`src/rtl/bcd_seq_converter.sv`:
```
// Sequential binary-to-BCD converter (shift-and-add-3, one bit per clock) with start/busy/done handshake.
// Optional two's-complement input handling is enabled by defining BCD_SIGNED_INPUT_EN.
module bcd_seq_converter #(
    parameter int IN_WIDTH = 32,
    parameter int DIGITS   = 4
) (
    input  logic                  clk,
    input  logic                  reset,
    input  logic                  start,
    input  logic [IN_WIDTH-1:0]   in,
    output logic                  busy,
    output logic                  done,
    output logic [4*DIGITS-1:0]   bcd_out,
    output logic                  overflow,
    output logic                  negative
);

    localparam int BCD_W = 4 * DIGITS;
    localparam int CNT_W = $clog2(IN_WIDTH);

    typedef enum logic [0:0] {
        ST_IDLE  = 1'b0,
        ST_SHIFT = 1'b1
    } state_t;

    state_t              state_r, state_nx_s;
    logic [IN_WIDTH-1:0] shift_r, shift_nx_s;
    logic [BCD_W-1:0]    acc_r, acc_nx_s;
    logic                sticky_r, sticky_nx_s;
    logic [CNT_W-1:0]    cnt_r, cnt_nx_s;
    logic                neg_pend_r, neg_pend_nx_s;
    logic                busy_r, busy_nx_s;
    logic                done_r, done_nx_s;
    logic [BCD_W-1:0]    bcd_out_r, bcd_out_nx_s;
    logic                overflow_r, overflow_nx_s;
    logic                negative_r, negative_nx_s;

    logic [IN_WIDTH-1:0] mag_s;
    logic                neg_in_s;
    logic [BCD_W-1:0]    acc_adj_s;
    logic [BCD_W-1:0]    acc_shift_s;
    logic [IN_WIDTH-1:0] shift_shift_s;
    logic                carry_s;

    // Digits >= 5 get +3 so the following left shift carries correctly into the next decade.
    function automatic logic [BCD_W-1:0] add3_all(input logic [BCD_W-1:0] a);
        logic [BCD_W-1:0] r;
        r = a;
        for (int i = 0; i < DIGITS; i++) begin
            if (a[4*i +: 4] >= 4'd5) begin
                r[4*i +: 4] = a[4*i +: 4] + 4'd3;
            end else begin
                r[4*i +: 4] = a[4*i +: 4];
            end
        end
        return r;
    endfunction

`ifdef BCD_SIGNED_INPUT_EN
    // Negation modulo 2^IN_WIDTH: the most-negative value maps to 2^(IN_WIDTH-1), which fits unsigned.
    assign neg_in_s = in[IN_WIDTH-1];
    assign mag_s    = neg_in_s ? ((~in) + IN_WIDTH'(1)) : in;
`else
    assign neg_in_s = 1'b0;
    assign mag_s    = in;
`endif

    assign acc_adj_s     = add3_all(acc_r);
    assign carry_s       = acc_adj_s[BCD_W-1];
    assign acc_shift_s   = {acc_adj_s[BCD_W-2:0], shift_r[IN_WIDTH-1]};
    assign shift_shift_s = {shift_r[IN_WIDTH-2:0], 1'b0};

    // Next-state and next-output logic for the IDLE/SHIFT controller.
    always_comb begin
        state_nx_s    = state_r;
        shift_nx_s    = shift_r;
        acc_nx_s      = acc_r;
        sticky_nx_s   = sticky_r;
        cnt_nx_s      = cnt_r;
        neg_pend_nx_s = neg_pend_r;
        busy_nx_s     = busy_r;
        done_nx_s     = 1'b0;
        bcd_out_nx_s  = bcd_out_r;
        overflow_nx_s = overflow_r;
        negative_nx_s = negative_r;
        case (state_r)
            ST_IDLE: begin
                if (start) begin
                    state_nx_s    = ST_SHIFT;
                    shift_nx_s    = mag_s;
                    acc_nx_s      = '0;
                    sticky_nx_s   = 1'b0;
                    cnt_nx_s      = '0;
                    neg_pend_nx_s = neg_in_s;
                    busy_nx_s     = 1'b1;
                end else begin
                    busy_nx_s     = 1'b0;
                end
            end
            ST_SHIFT: begin
                acc_nx_s    = acc_shift_s;
                shift_nx_s  = shift_shift_s;
                sticky_nx_s = sticky_r | carry_s;
                cnt_nx_s    = cnt_r + CNT_W'(1);
                if (cnt_r == CNT_W'(IN_WIDTH - 1)) begin
                    state_nx_s    = ST_IDLE;
                    busy_nx_s     = 1'b0;
                    done_nx_s     = 1'b1;
                    bcd_out_nx_s  = acc_shift_s;
                    overflow_nx_s = sticky_r | carry_s;
                    negative_nx_s = neg_pend_r;
                end else begin
                    busy_nx_s     = 1'b1;
                end
            end
            default: begin
                state_nx_s = ST_IDLE;
                busy_nx_s  = 1'b0;
            end
        endcase
    end

    // State and output registers with synchronous reset.
    always_ff @(posedge clk) begin
        if (reset) begin
            state_r    <= ST_IDLE;
            shift_r    <= '0;
            acc_r      <= '0;
            sticky_r   <= 1'b0;
            cnt_r      <= '0;
            neg_pend_r <= 1'b0;
            busy_r     <= 1'b0;
            done_r     <= 1'b0;
            bcd_out_r  <= '0;
            overflow_r <= 1'b0;
            negative_r <= 1'b0;
        end else begin
            state_r    <= state_nx_s;
            shift_r    <= shift_nx_s;
            acc_r      <= acc_nx_s;
            sticky_r   <= sticky_nx_s;
            cnt_r      <= cnt_nx_s;
            neg_pend_r <= neg_pend_nx_s;
            busy_r     <= busy_nx_s;
            done_r     <= done_nx_s;
            bcd_out_r  <= bcd_out_nx_s;
            overflow_r <= overflow_nx_s;
            negative_r <= negative_nx_s;
        end
    end

    assign busy     = busy_r;
    assign done     = done_r;
    assign bcd_out  = bcd_out_r;
    assign overflow = overflow_r;
    assign negative = negative_r;

endmodule

```
`config.mk`:
```
export PLATFORM = sky130hd
export DESIGN_NAME = bcd_seq_converter
export DESIGN_NICKNAME = d
export VERILOG_FILES = /design/src/rtl/bcd_seq_converter.sv
export SDC_FILE = /design/constraint.sdc
export NUM_CORES = 1
export LEC_CHECK = 0
export CAP_MARGIN = 40
export CORE_ASPECT_RATIO = 0.7
export CORE_MARGIN = 2
export CORE_UTILIZATION = 55
export CTS_BUF_LIST = sky130_fd_sc_hd__clkbuf_8 sky130_fd_sc_hd__clkbuf_16
export DETAILED_ROUTE_END_ITERATION = 16
export PLACE_DENSITY_LB_ADDON = 0.05
export SKIP_CTS_REPAIR_TIMING = 1
export SLEW_MARGIN = 40
export SYNTH_ARGS = -nofsm -noshare
export SYNTH_HDL_FRONTEND = slang
export SYNTH_SLANG_ARGS = --single-unit
```
`constraint.sdc`:
```
create_clock -name clk -period 2.9 [get_ports clk]
set_clock_uncertainty 0.1 [all_clocks]
set_input_delay 0.435 -clock clk [delete_from_list [all_inputs] [get_ports clk]]
set_output_delay 0.435 -clock clk [all_outputs]
set_load 0.01 [all_outputs]
```
==> out/qor.yml, run 1 <==
final_layout_size_suffix_gt1_share_pct: 7.783
status: "complete, no violations"
cts.sinks: 73
setup_slack_ns: 0.8134
synth_ff_type: "dfxtp_1"
clkLatencyLatePin_ns: 0.35
p_leak_uw: 0.001573
r2r_cells: 7
cpMaxStageDelayCell: "dfxtp_1"
synthesis.area_mm2: 0.003271
avgViaCountPerCell: 5.273
gp_congestion: 0.7970
htreeDepth: 3
areaGrowthSynthToFinish_pct: 22.80
ys_warn_count: 0
worstSetupStartpointType: "flip-flop"
syn_avg_cell_area_um2: 8.792
fin_crit_ns: 2.087
grt_max_degree: 54
die_y_um: 68.52
holdWs_ns: 0.3520
path_clk_slew_ns: 0.07
synth_edf_count: 0
multiInputGateArea_mm2: 0.001628
reg2reg_slack_ns: 0.81
routedWlPerCell_um: 13.37
power_density_mw_per_mm2: 534.4
utilization_pct: 70.13
grt_pass1_vias: 2411
crit_top_cell: "ha_1"
antenna_found_initial: 0
finalSetupViolations: 0
cts_tree: "built"
synth_cells: 372
hold_path.class: "flip-flop to flip-flop"
slew_viol_final: 0
tns_ns: 0
fill_cells: 482
fin_area_mm2: 0.004016
grt_overflow: 0
ys_seq_area_share_pct: 44.68
drt-total-wl_um: 6671
portBuffers: 53
synth_common_cells: "dfxtp_1, nor2_1, a21oi_1"
syn-num-nets: 417
timing.final.crit_share_pct: 71.95
rsz0062_at_grt: "false"
yosysTopAreaCell: "dfxtp_1"
ant_nets: 0
hold_viol_final: 0
diodes: 0
synth.most_common_cell: "dfxtp_1"
hold_path_depth: 2
dp_hpwl_um: 4482
synthArstFlopShare_pct: 0
drtPass1Iterations: 4
cts_buffer_depth: 2
numCtsBuffers: 9
nNetsFinal: 464
cp-end-kind: "flip-flop"
tightest_slew_ns: 0.6271
place_ws_ns: 0.8159
synth_cell_types: 30
path_buf_inv: 1
synth.top_cell.area_share_pct: 44.68
drcViolationCount: 0
synth.area.top_cells: "dfxtp_1, mux2i_1, nor2_1"
path_class: "flip-flop to flip-flop"
grt_pass1_wl_um: 10950
min_to: "bcd_out[12]"
r2r_end: "bcd_out[5]"
yosys_register_bits: 73
die_x_um: 96.17
track_usage_pct: 22.06
coreArea_mm2: 0.005727
cp_top_family: "simple AND/OR/NAND/NOR gates"
crit_path_max_fanout: 12
r2r_start: "cnt_r[0]"
max_freq_mhz: 479.2
cp_cell_sequence: "ha_1 -> and3_1 -> ha_1 -> nand2_1 -> or2_1 -> inv_1 -> a22o_1"
required_ns: 3.04
via_count: 2631
cts_root_buf: "clkbuf_8"
drtIter0Drc: 105
max_stage_delay_ns: 0.35
die_area_mm2: 0.006590
io-pin-count: 55
dpl-instance-area_mm2: 0.003787
seq_area_mm2: 0.001463
start_util_pct: 57.11
critPathArrivalTime_ns: 2.23
min_from: "bcd_out[12]"
cap_violations: 0
ir_worst_vdd_mv: 0.3279
critPathLaunch: "cnt_r[0]"
num_rows: 23
slew_headroom_pct: 58.19
[worst max-delay path by stage]
stage	end	slack [ns]	depth (start not counted)
floorplan	bcd_out[10]	1.26	7
global placement	bcd_out[9]	0.91	7
detailed placement	bcd_out[5]	0.82	7
CTS	bcd_out[5]	0.81	7
global route	bcd_out[1]	0.71	7
finish	bcd_out[5]	0.81	7
[power by group]
| group | switching [uW] | total, uW | internal, uW |
|---|---|---|---|
| clock network | 369 | 897 | 528 |
| registers | 17.7 | 1050 | 1030 |
| logic | 103 | 199 | 96.1 |
[layer usage]
metal  vias to the layer above  GRT usage (%)  wire [um]
met1                      1210          29.43       3503
li1                       1372              -          -
met4                         0          8.036         98
met3                         9          6.739        260
met5                         -              0          0
met2                        40          34.03       2808
[per-stage QoR]
step / instances / total power, uW
finish: 499 / 2146
CTS: 499 / 2161
floorplan: 372 / 1203
global route: 499 / 2234
detailed placement: 483 / 1271
global placement: 483 / 1266
[worst min-delay path, cell delays in order, from the launching register on]
cell     delay, ns
dfxtp_1       0.31
nand2_1       0.05
o21ai_1       0.05
[area by class of cell]
cell class,count,share of cell area (%)
clock inverter,5,1.931
sequential,73,36.42
multi-input combinational,266,40.53
timing repair buffer,59,14.08
clock buffer,11,3.769
tap,75,2.336
inverter,10,0.9346
[placed cells by master (no fill, tap or decap), types with 3 or more instances in the layout]
cell type and count:
mux2_2 3, a22o_1 11, o21ai_1 6, mux2i_1 34, nor3_1 4, inv_1 10, a21oi_2 4, a21oi_1 48
nor2_1 67, xnor2_1 4, buf_4 6, clkbuf_8 11, nand2_1 18, nor3b_1 14, nand2b_1 5, o21ai_0 22
dfxtp_1 72, nand3_1 5, ha_1 10, clkdlybuf4s50_1 51, nor2b_1 3
[sequential cells by signal, summed over array words and instances (netlist names)]
| signal | flops |
|---|---|
| shift_r | 32 |
| cnt_r | 5 |
| bcd_out | 16 |
| acc_r | 16 |
| done | 1 |
| overflow | 1 |
| busy | 1 |
| sticky_r | 1 |
[logic make-up (layout without fill, tap and decap cells)]
family                   Yosys count  after routing  synth area share, %
adder cells (fa/ha/maj)           10             10                3.826
buffers and inverters             33             85                5.547
flip-flops                        73             73                44.68
multiplexers                      37             37                11.44
other                              1              1               0.1147
XOR/XNOR                           4              4                1.071
AO/OA/AOI/OAI                     95             95                16.83
AND/OR/NAND/NOR                  119            119                16.49
Power figures use the tool's default switching activity.
==> inputs of run 2 (changes only) <==
--- a/config.mk
+++ b/config.mk
@@ -8,7 +8,7 @@
 export CAP_MARGIN = 40
 export CORE_ASPECT_RATIO = 0.7
 export CORE_MARGIN = 2
-export CORE_UTILIZATION = 55
+export CORE_UTILIZATION = 48
 export CTS_BUF_LIST = sky130_fd_sc_hd__clkbuf_8 sky130_fd_sc_hd__clkbuf_16
 export DETAILED_ROUTE_END_ITERATION = 16
 export PLACE_DENSITY_LB_ADDON = 0.05
==> constraint.sdc (replaced) <==
create_clock -name clk -period 1.9 [get_ports clk]
set_clock_uncertainty 0.1 [all_clocks]
set_input_delay 0.285 -clock clk [delete_from_list [all_inputs] [get_ports clk]]
set_output_delay 0.285 -clock clk [all_outputs]
set_load 0.01 [all_outputs]
==> out/qor.yml, run 2 (synthesis gave the netlist of run 1 again) <==
status: "complete, no violations"
timing.final.crit_share_pct: 94.06
layout_common_cells: "dfxtp_1, nor2_1, clkdlybuf4s50_1, a21oi_1, mux2i_1"
nNetsFinal: 470
cts_tree: "built"
combPwrFrac_pct: 9.7
die_area_mm2: 0.007501
start_util_pct: 49.09
num_rows: 25
rsz0062_at_grt: "false"
avgViaCountPerCell: 5.103
holdWs_ns: 0.2644
min_to: "acc_r[8]"
grt_pass1_vias: 2406
ant_nets: 0
ir_worst_vdd_mv: 0.4025
r2r_cells: 7
fin_crit_ns: 1.787
drtPass1Iterations: 4
final_common_cell: "dfxtp_1"
place_ws_ns: 0.1492
worstSetupStartpointType: "flip-flop"
min_from: "reset"
power_density_mw_per_mm2: 792.0
tightest_slew_ns: 0.6098
routedWlPerCell_um: 13.25
max_stage_delay_ns: 0.38
cap_violations: 0
path_class: "flip-flop to flip-flop"
swShare_pct: 23.82
crit_path_max_fanout: 11
drtIter0Drc: 144
drt-total-wl_um: 6941
clkLatencyLatePin_ns: 0.34
antenna_found_initial: 0
finalSetupViolations: 0
hold_path.class: "primary input to flip-flop"
areaGrowthSynthToFinish_pct: 25.40
cp_cell_sequence: "ha_1 -> and3_1 -> ha_1 -> nand2_1 -> or2_1 -> buf_4 -> o21ai_0"
setup_slack_ns: 0.1129
grt_pass1_wl_um: 11560
p_int_uw: 2474
max_freq_mhz: 559.6
p_leak_uw: 0.001605
cp-end-kind: "flip-flop"
track_usage_pct: 20.11
cts.sinks: 73
gp_congestion: 0.7585
numCtsBuffers: 9
hold_viol_final: 0
grt_overflow: 0
die_x_um: 102.7
clock_power_share_pct: 40.9
p_seq_share_pct: 49.4
final_layout_size_suffix_gt1_share_pct: 9.302
dp_hpwl_um: 4704
portBuffers: 53
drcViolationCount: 0
coreArea_mm2: 0.006663
largest_register_ffs: 32
grt_max_degree: 88
hold_path_depth: 4
required_ns: 2.07
io-pin-count: 55
r2r_end: "bcd_out[7]"
crit_top_cell: "ha_1"
slew_headroom_pct: 59.04
reg2reg_slack_ns: 0.11
htreeDepth: 3
cts_root_buf: "clkbuf_8"
slew_viol_final: 0
cpMaxStageDelayCell: "dfxtp_1"
critPathArrivalTime_ns: 1.95
regMostFlops: "shift_r"
r2r_start: "cnt_r[1]"
path_clk_slew_ns: 0.08
via_count: 2674
die_y_um: 73.07
power_switching_uw: 773.8
diodes: 0
cts_buffer_depth: 2
tns_ns: 0
run 2: cell types whose count changed in the layout (fill, tap and decap cells not counted), sizes merged:
cell    before  now
clkinv       2    4
clkbuf      11    9
buf          8   14
run 2: final cells by class:
cell class | instances | area (um^2)
clock inverter | 7 | 95.09
fill | 602 | 2561
tap | 94 | 117.6
inverter | 10 | 37.54
multi-input combinational | 266 | 1628
clock buffer | 9 | 123.9
sequential | 73 | 1464
timing repair buffer | 65 | 635.6
run 2: worst max-delay path, delay by kind of cell (launching register included):
family | cells | cell delay [ns]
flops | 1 | 0.38
simple gates | 3 | 0.46
buf+inv | 1 | 0.18
fa+ha+maj | 2 | 0.41
compound gates | 1 | 0.19
run 2: power by group through the flow:
| stage | clock network [uW] | logic (uW) | registers, uW |
|---|---|---|---|
| 3_5_place_dp | 0 | 317 | 1640 |
| 2_1_floorplan | 0 | 207 | 1630 |
| 3_3_place_gp | 0 | 312 | 1640 |
| 5_1_grt | 1420 | 357 | 1610 |
| 6_report | 1330 | 315 | 1600 |
| 4_1_cts | 1350 | 319 | 1600 |
run 2: worst max path at each step:
stage                     startpoint           to  slack (ns)
after global placement      cnt_r[0]   bcd_out[2]        0.19
after CTS                   cnt_r[0]   bcd_out[4]        0.06
after floorplan             cnt_r[0]  bcd_out[10]        0.26
after detailed placement    cnt_r[0]  bcd_out[13]        0.15
final                       cnt_r[1]   bcd_out[7]        0.11
after global routing        cnt_r[1]  bcd_out[10]        0.03
run 2: through the flow:
stage          power, uW  utilization, %  instance area (um^2)  instances
6_report            3248           61.56                  4101        524
5_1_grt             3387           61.56                  4101        524
4_1_cts             3271           61.54                  4100        524
3_5_place_dp        1956           58.25                  3881        508
3_3_place_gp        1950           58.25                  3881        508
2_1_floorplan       1836               -                  3271        372
run 2: per-layer routing:
metal  share of wire, %  vias to the layer above  track usage (%)
met1                 52                     1221            27.73
met5                  0                        -                0
met3                4.9                        4            7.471
met4               0.82                        0            5.630
li1                   -                     1384                -
met2                 42                       65            29.63
